## config.mk

```make
export PLATFORM = sky130hd
export DESIGN_NAME = input_buffer_mc
export DESIGN_NICKNAME = d
export VERILOG_FILES = /design/src/rtl/input_buffer_mc.sv
export SDC_FILE = /design/constraint.sdc
export NUM_CORES = 2
export LEC_CHECK = 0
export CAP_MARGIN = 10
export CORE_AREA = 2 2 344 482
export CTS_BUF_LIST = sky130_fd_sc_hd__clkbuf_16
export DETAILED_ROUTE_END_ITERATION = 16
export DIE_AREA = 0 0 346 484
export MAX_ROUTING_LAYER = met4
export PLACE_DENSITY_LB_ADDON = 0.15
export SYNTH_ARGS = -nofsm -noshare
export SYNTH_HDL_FRONTEND = slang
export SYNTH_SLANG_ARGS = --single-unit
export TNS_END_PERCENT = 10
```

## constraint.sdc

```tcl
create_clock -name clk -period 24.3 [get_ports clk]
set_clock_uncertainty 0.1 [all_clocks]
set_input_delay 4.86 -clock clk [delete_from_list [all_inputs] [get_ports clk]]
set_output_delay 4.86 -clock clk [all_outputs]
set_load 0.01 [all_outputs]
```

## src/rtl/input_buffer_mc.sv

```systemverilog
// ---------------------------------------------------------------------------
// input_buffer_mc
// Circular vector queue at the front of the trace chains. Each entry stores
// {eof, chainId, vector}. Entries sit in a dual-port RAM with a registered
// read, then pass through a one-entry in-flight stage into a first-word
// fall-through output register that drains over a valid/ready handshake.
// 'count' includes RAM entries, the in-flight read and the output register.
// The almost-full threshold can be set at runtime over the config bus while
// tracing is idle.
//
// Optional feature macro: IB_OVERFLOW_CNT_EN
//   When defined, the block has an extra 16-bit saturating overflow_cnt port
//   that counts pushes rejected because the queue was full.
// ---------------------------------------------------------------------------
module input_buffer_mc #(
  parameter int N          = 8,
  parameter int DATA_WIDTH = 32,
  parameter int IB_DEPTH   = 8,
  parameter int NUM_CHAINS = 2,
  parameter int CONFIG_ID  = 1,
  localparam int CHAIN_W   = (NUM_CHAINS > 1) ? $clog2(NUM_CHAINS) : 1
) (
  input  logic                             clk,
  input  logic                             rst_n,
  input  logic                             enqueue,
  input  logic                             eof_in,
  input  logic [CHAIN_W-1:0]               chainId_in,
  input  logic [N-1:0][DATA_WIDTH-1:0]     vector_in,
  input  logic                             tracing,
  input  logic [7:0]                       configId,
  input  logic [7:0]                       configData,
  input  logic                             ready_in,
  output logic                             valid_out,
  output logic                             eof_out,
  output logic [CHAIN_W-1:0]               chainId_out,
  output logic [N-1:0][DATA_WIDTH-1:0]     vector_out,
  output logic                             full,
  output logic                             almost_full,
  output logic                             empty
`ifdef IB_OVERFLOW_CNT_EN
  ,
  output logic [15:0]                      overflow_cnt
`endif
);

  localparam int PTR_W   = $clog2(IB_DEPTH);
  localparam int CNT_W   = PTR_W + 1;
  localparam int ENTRY_W = 1 + CHAIN_W + N * DATA_WIDTH;

  localparam logic [7:0]       CFG_ID     = 8'(CONFIG_ID);
  localparam logic [CNT_W-1:0] DEPTH_CNT  = CNT_W'(IB_DEPTH);
  localparam logic [CNT_W-1:0] THRESH_RST = CNT_W'(IB_DEPTH - 1);

  // Storage and pointers
  logic [ENTRY_W-1:0] mem [IB_DEPTH];
  logic [PTR_W-1:0]   wr_ptr;
  logic [PTR_W-1:0]   rd_ptr;

  // Occupancy and threshold
  logic [CNT_W-1:0]   count;
  logic [CNT_W-1:0]   count_next;
  logic [CNT_W-1:0]   af_thresh;
  logic [CNT_W-1:0]   af_thresh_next;
  logic [CNT_W-1:0]   cfg_val;
  logic [CNT_W-1:0]   in_pipe;

  // In-flight read stage between the RAM and the output register
  logic               rd_valid;
  logic [ENTRY_W-1:0] rd_data;

  // Handshake / control
  logic               push_ok;
  logic               pop;
  logic               move;
  logic               read_issue;
  logic               cfg_hit;

  // Only the low bits of configData form the threshold field.
  generate
    if (PTR_W + 1 < 8) begin : g_cfg_unused
      logic unused_cfg_bits;
      assign unused_cfg_bits = ^configData[7:PTR_W+1];
    end
  endgenerate

  assign cfg_val = configData[PTR_W:0];
  assign cfg_hit = !tracing && (configId == CFG_ID);

  // A push lands only while tracing and when the registered count has room;
  // a pop is a plain valid/ready handshake on the output register.
  assign push_ok = enqueue && tracing && !full;
  assign pop     = valid_out && ready_in;

  // The in-flight entry advances whenever the output register is free or
  // being emptied this cycle.
  assign move = rd_valid && (!valid_out || pop);

  // Entries already committed to the read pipeline (output reg + in-flight);
  // anything in count beyond that is still unread in the RAM.
  assign in_pipe = CNT_W'(valid_out) + CNT_W'(rd_valid);

  // Fetch the next unread entry when the in-flight slot is (or becomes) free,
  // which keeps one entry per cycle flowing under sustained push and pop.
  assign read_issue = (count > in_pipe) && (!rd_valid || move);

  // Next occupancy from this cycle's accepted push and pop
  always_comb begin
    count_next = count;
    case ({push_ok, pop})
      2'b10:   count_next = count + CNT_W'(1);
      2'b01:   count_next = count - CNT_W'(1);
      default: count_next = count;
    endcase
  end

  // Runtime almost-full threshold, clamped to 1..IB_DEPTH
  always_comb begin
    af_thresh_next = af_thresh;
    if (cfg_hit) begin
      if (cfg_val == '0) begin
        af_thresh_next = CNT_W'(1);
      end else if (cfg_val > DEPTH_CNT) begin
        af_thresh_next = DEPTH_CNT;
      end else begin
        af_thresh_next = cfg_val;
      end
    end
  end

  // RAM write port and registered read port; no reset needed on storage
  always_ff @(posedge clk) begin
    if (push_ok) begin
      mem[wr_ptr] <= {eof_in, chainId_in, vector_in};
    end
    if (read_issue) begin
      rd_data <= mem[rd_ptr];
    end
  end

  // Pointers, occupancy, status flags and in-flight valid
  always_ff @(posedge clk or negedge rst_n) begin
    if (!rst_n) begin
      wr_ptr      <= '0;
      rd_ptr      <= '0;
      count       <= '0;
      af_thresh   <= THRESH_RST;
      rd_valid    <= 1'b0;
      full        <= 1'b0;
      empty       <= 1'b1;
      almost_full <= 1'b0;
    end else begin
      if (push_ok) begin
        wr_ptr <= wr_ptr + PTR_W'(1);
      end
      if (read_issue) begin
        rd_ptr <= rd_ptr + PTR_W'(1);
      end
      if (read_issue) begin
        rd_valid <= 1'b1;
      end else if (move) begin
        rd_valid <= 1'b0;
      end
      count       <= count_next;
      af_thresh   <= af_thresh_next;
      full        <= (count_next == DEPTH_CNT);
      empty       <= (count_next == '0);
      almost_full <= (count_next >= af_thresh_next);
    end
  end

  // First-word fall-through output register; holds while stalled
  always_ff @(posedge clk or negedge rst_n) begin
    if (!rst_n) begin
      valid_out   <= 1'b0;
      eof_out     <= 1'b0;
      chainId_out <= '0;
      vector_out  <= '0;
    end else begin
      if (move) begin
        valid_out                            <= 1'b1;
        {eof_out, chainId_out, vector_out}   <= rd_data;
      end else if (pop) begin
        valid_out <= 1'b0;
      end
    end
  end

`ifdef IB_OVERFLOW_CNT_EN
  localparam logic [7:0] CLR_ID = 8'(CONFIG_ID + 1);

  // Saturating count of pushes refused because the queue was full
  always_ff @(posedge clk or negedge rst_n) begin
    if (!rst_n) begin
      overflow_cnt <= '0;
    end else if (!tracing && (configId == CLR_ID)) begin
      overflow_cnt <= '0;
    end else if (enqueue && tracing && full && (overflow_cnt != 16'hFFFF)) begin
      overflow_cnt <= overflow_cnt + 16'd1;
    end
  end
`endif

endmodule
```

==> metrics.yaml <==
synth_nets: 4186
finalPower_w: 0.0131
cts_setup_buffers: 0
hold_buffers: 0
maxSlewViolCount: 0
synth_mux_area_share_pct: 18.3
io_pins: 541
drc_errors: 0
cts.clk_slew.worst_paths_ns: 0.06
drive_gt1_share_pct: 30.1
cts_buffers: 226
hold_depth: 1
holdCritPathClass: "reg -> reg"
ff_latch_area_um2: 76700
port_buffers: 536
dp_worst_setup_slack_ns: 15.23
postSynthCellCount: 3896
dp_hpwl_um: 100000
rows: 176
die_h_um: 484
die_area_um2: 167000
dr.pass1.iters: 5
period_needed_ns: 8.15
final_util_pct: 67.9
post_cts_resized: 0
clock_sinks: 2599
grt_pass1_vias: 44500
powerDensity_nw_per_um2: 118
nFillCells: 10100
rr_endpoint: "rd_data[80]$_DFFE_PP_"
synth_compound_area_share_pct: 0.0641
slowest_delay_ns: 0.89
critPathSlowestCell: "buf_4"
place_congestion: 0.748
core-area_um2: 163000
worstSetupStartpointType: "input pin"
ir_worst_vdd_mv: 0.216
cts_root_buffer: "clkbuf_16"
multi_input_area_um2: 18100
critPathArrivalTime_ns: 8.50
ff2ff_setup_slack_ns: 19.22
syn_area_per_cell_um2: 24.5
worstSetupPathType: "in -> reg"
ys_seq_elements: 2599
cp-end-kind: "register"
rr_startpoint: "rd_ptr[1]$_DFFE_PN0P_"
tns_ns: 0
critPathMaxFanout: 51
routed_via_density: 6.03
syn_to_final_growth_pct: 16.0
final_nets: 4840
overflow: 0
setup_violations: 0
crit_top_cell: "buf_4"
hold_viol: 0
dieWidth_um: 346
drt_iter0_markers: 3390
drv_cap: 0
grt_use_total_pct: 24.4
antenna_found_initial: 60
cts.path.max_buffers: 3
clk-insertion-delay-late_ns: 0.85
start_util_pct: 58.5
grt_pass1_wl_um: 289000
synth_area_um2: 95600
via_count: 41900
cts_tree: "done"
status: "finished, final reports clean"
holdPathEnd: "vector_out[52]$_DFFE_PN0P_"
wl_um: 195000
worst_slack_ns: 16.15
synthDistinctLibCells: 35
drt.antenna.violating_nets: 0
ys_seq_area_share_pct: 80.2
wl_per_cell_um: 28.0
slew_headroom_pct: 10.6
synthAdderAreaFrac_pct: 0.156
yosys.area_share.simple_pct: 0.258
min_from: "rd_data[52]$_DFFE_PP_"
synth_top_family_by_area: "multiplexers"
h-tree-depth: 4
synth_xor_area_share_pct: 0.0641
grt_max_degree: 159
p_leak_nw: 36.3
worst-r2r-cell-count: 5
yosysWarnings: 0
fmax_mhz: 123
worst_slew_pin_slew_ns: 1.34
cp.required_ns: 24.65
cp_cell_sequence: "clkdlybuf4s50_1, nand2_1, or3_1, nor2_4, buf_4, buf_4"
rsz0062_at_grt: "no"
fin_crit_sh_pct: 33.5
-- worst max-delay path, delay by kind of cell --
family,cells,cell delay [ns]
buffers and inverters,3,2.10
AND/OR/NAND/NOR,3,1.41
-- cells by family after synthesis --
logic type	count (synthesis)
buffers and inverters	181
adders and majority gates	12
AOI/OAI and AO/OA	9
xor gates and xnor gates	7
DFF	2599
muxes	1038
and+or+nand+nor	50
-- final cells by class --
class                           count  share of cell area, %
Antenna cell                       64                  0.144
Tap cell                         2136                   2.41
Multi-Input combinational cell   1116                   16.3
Inverter                            8                 0.0271
Sequential cell                  2599                   69.1
Timing Repair Buffer              599                   5.43
Clock inverter                    200                   1.36
Clock buffer                      230                   5.19
-- layout by cell type, fill, tap and decap left out, types with 3 or more instances in the layout --
cell type,n
mux4_2,516
mux2i_1,3
dfstp_2,4
inv_1,69
clkinv_1,55
a21oi_1,3
dfrtp_4,3
buf_4,49
diode_2,64
clkdlybuf4s50_1,535
inv_6,5
mux2_2,519
xor2_1,4
bufinv_16,22
dfrtp_1,270
edfxtp_1,2322
clkinv_2,48
xnor2_1,3
nand2_1,12
buf_12,14
nor2b_1,5
nand2b_1,7
clkbuf_16,230
nor2_4,6
ha_1,11
nor2_1,8
clkinvlp_4,4
-- power by group --
part	switching, W	leakage (nW)	internal, W
logic	0.00163	8.12	0.00184
registers	0.000346	24.4	0.00581
clock network	0.00155	3.81	0.00194
-- per-layer routing --
metal	share of wire, %	wire, µm	GRT usage (%)
met1	41	80400	33.3
met2	48	92900	36.8
met3	9.4	18300	7.30
met4	1.6	3170	5.83
met5	0	0	-
-- stage by stage --
step	instances	instance area, µm²	hold slack, ns
after floorplan	3896	95600	0.355
after CTS	6888	111000	0.375
after global placement	6458	103000	0.357
final	6952	111000	0.370
after global routing	6942	111000	0.383
after detailed placement	6458	103000	0.364
-- registers in the layout (all words and copies together), names as in the netlist --
| name | flops |
|---|---|
| af_thresh | 4 |
| almost_full | 1 |
| chainId_out | 1 |
| count | 4 |
| empty | 1 |
| eof_out | 1 |
| full | 1 |
| mem | 2064 |
| rd_data | 258 |
| rd_ptr | 3 |
| rd_valid | 1 |
| valid_out | 1 |
| vector_out | 256 |
| wr_ptr | 3 |
-- synth_stat cells --
master | n | share of area (%)
nand3_1 | 1 | 0.0052
nor2b_1 | 5 | 0.033
edfxtp_1 | 2322 | 73
o21bai_2 | 1 | 0.012
mux2i_1 | 3 | 0.031
dfstp_2 | 4 | 0.11
a21boi_1 | 1 | 0.0079
mux4_2 | 516 | 12
dfrtp_1 | 273 | 7.1
nand4b_1 | 1 | 0.0092
and2_1 | 1 | 0.0065
nor2_1 | 14 | 0.055
o21bai_1 | 1 | 0.0079
buf_2 | 85 | 0.45
o21ai_0 | 1 | 0.0052
or3_1 | 2 | 0.013
nor4_1 | 1 | 0.0065
o31ai_1 | 1 | 0.0079
xor2_1 | 4 | 0.037
a21oi_1 | 3 | 0.016
buf_1 | 6 | 0.024
nand4_1 | 1 | 0.0065
nand2_1 | 13 | 0.051
ha_1 | 11 | 0.14
maj3_2 | 1 | 0.012
nand2b_1 | 7 | 0.046
buf_6 | 16 | 0.19
clkbuf_1 | 65 | 0.26
inv_1 | 8 | 0.031
nand3b_1 | 2 | 0.016
mux2_2 | 519 | 6.1
buf_4 | 1 | 0.0079
nor3_1 | 2 | 0.010
xnor2_1 | 3 | 0.027
a211oi_1 | 1 | 0.0079
-- how the worst max path moves through the flow --
stage / startpoint / endpoint / slack (ns) / depth (start not counted)
floorplan: enqueue / mem[0][0]$_DFFE_PP_ / 0.36 / 3
global placement: tracing / mem[6][223]$_DFFE_PP_ / 15.18 / 6
detailed placement: tracing / mem[6][223]$_DFFE_PP_ / 15.23 / 6
CTS: tracing / mem[6][151]$_DFFE_PP_ / 16.15 / 6
global route: tracing / mem[6][151]$_DFFE_PP_ / 15.98 / 6
finish: tracing / mem[6][215]$_DFFE_PP_ / 16.15 / 6
(Power assumes the default switching activity.)
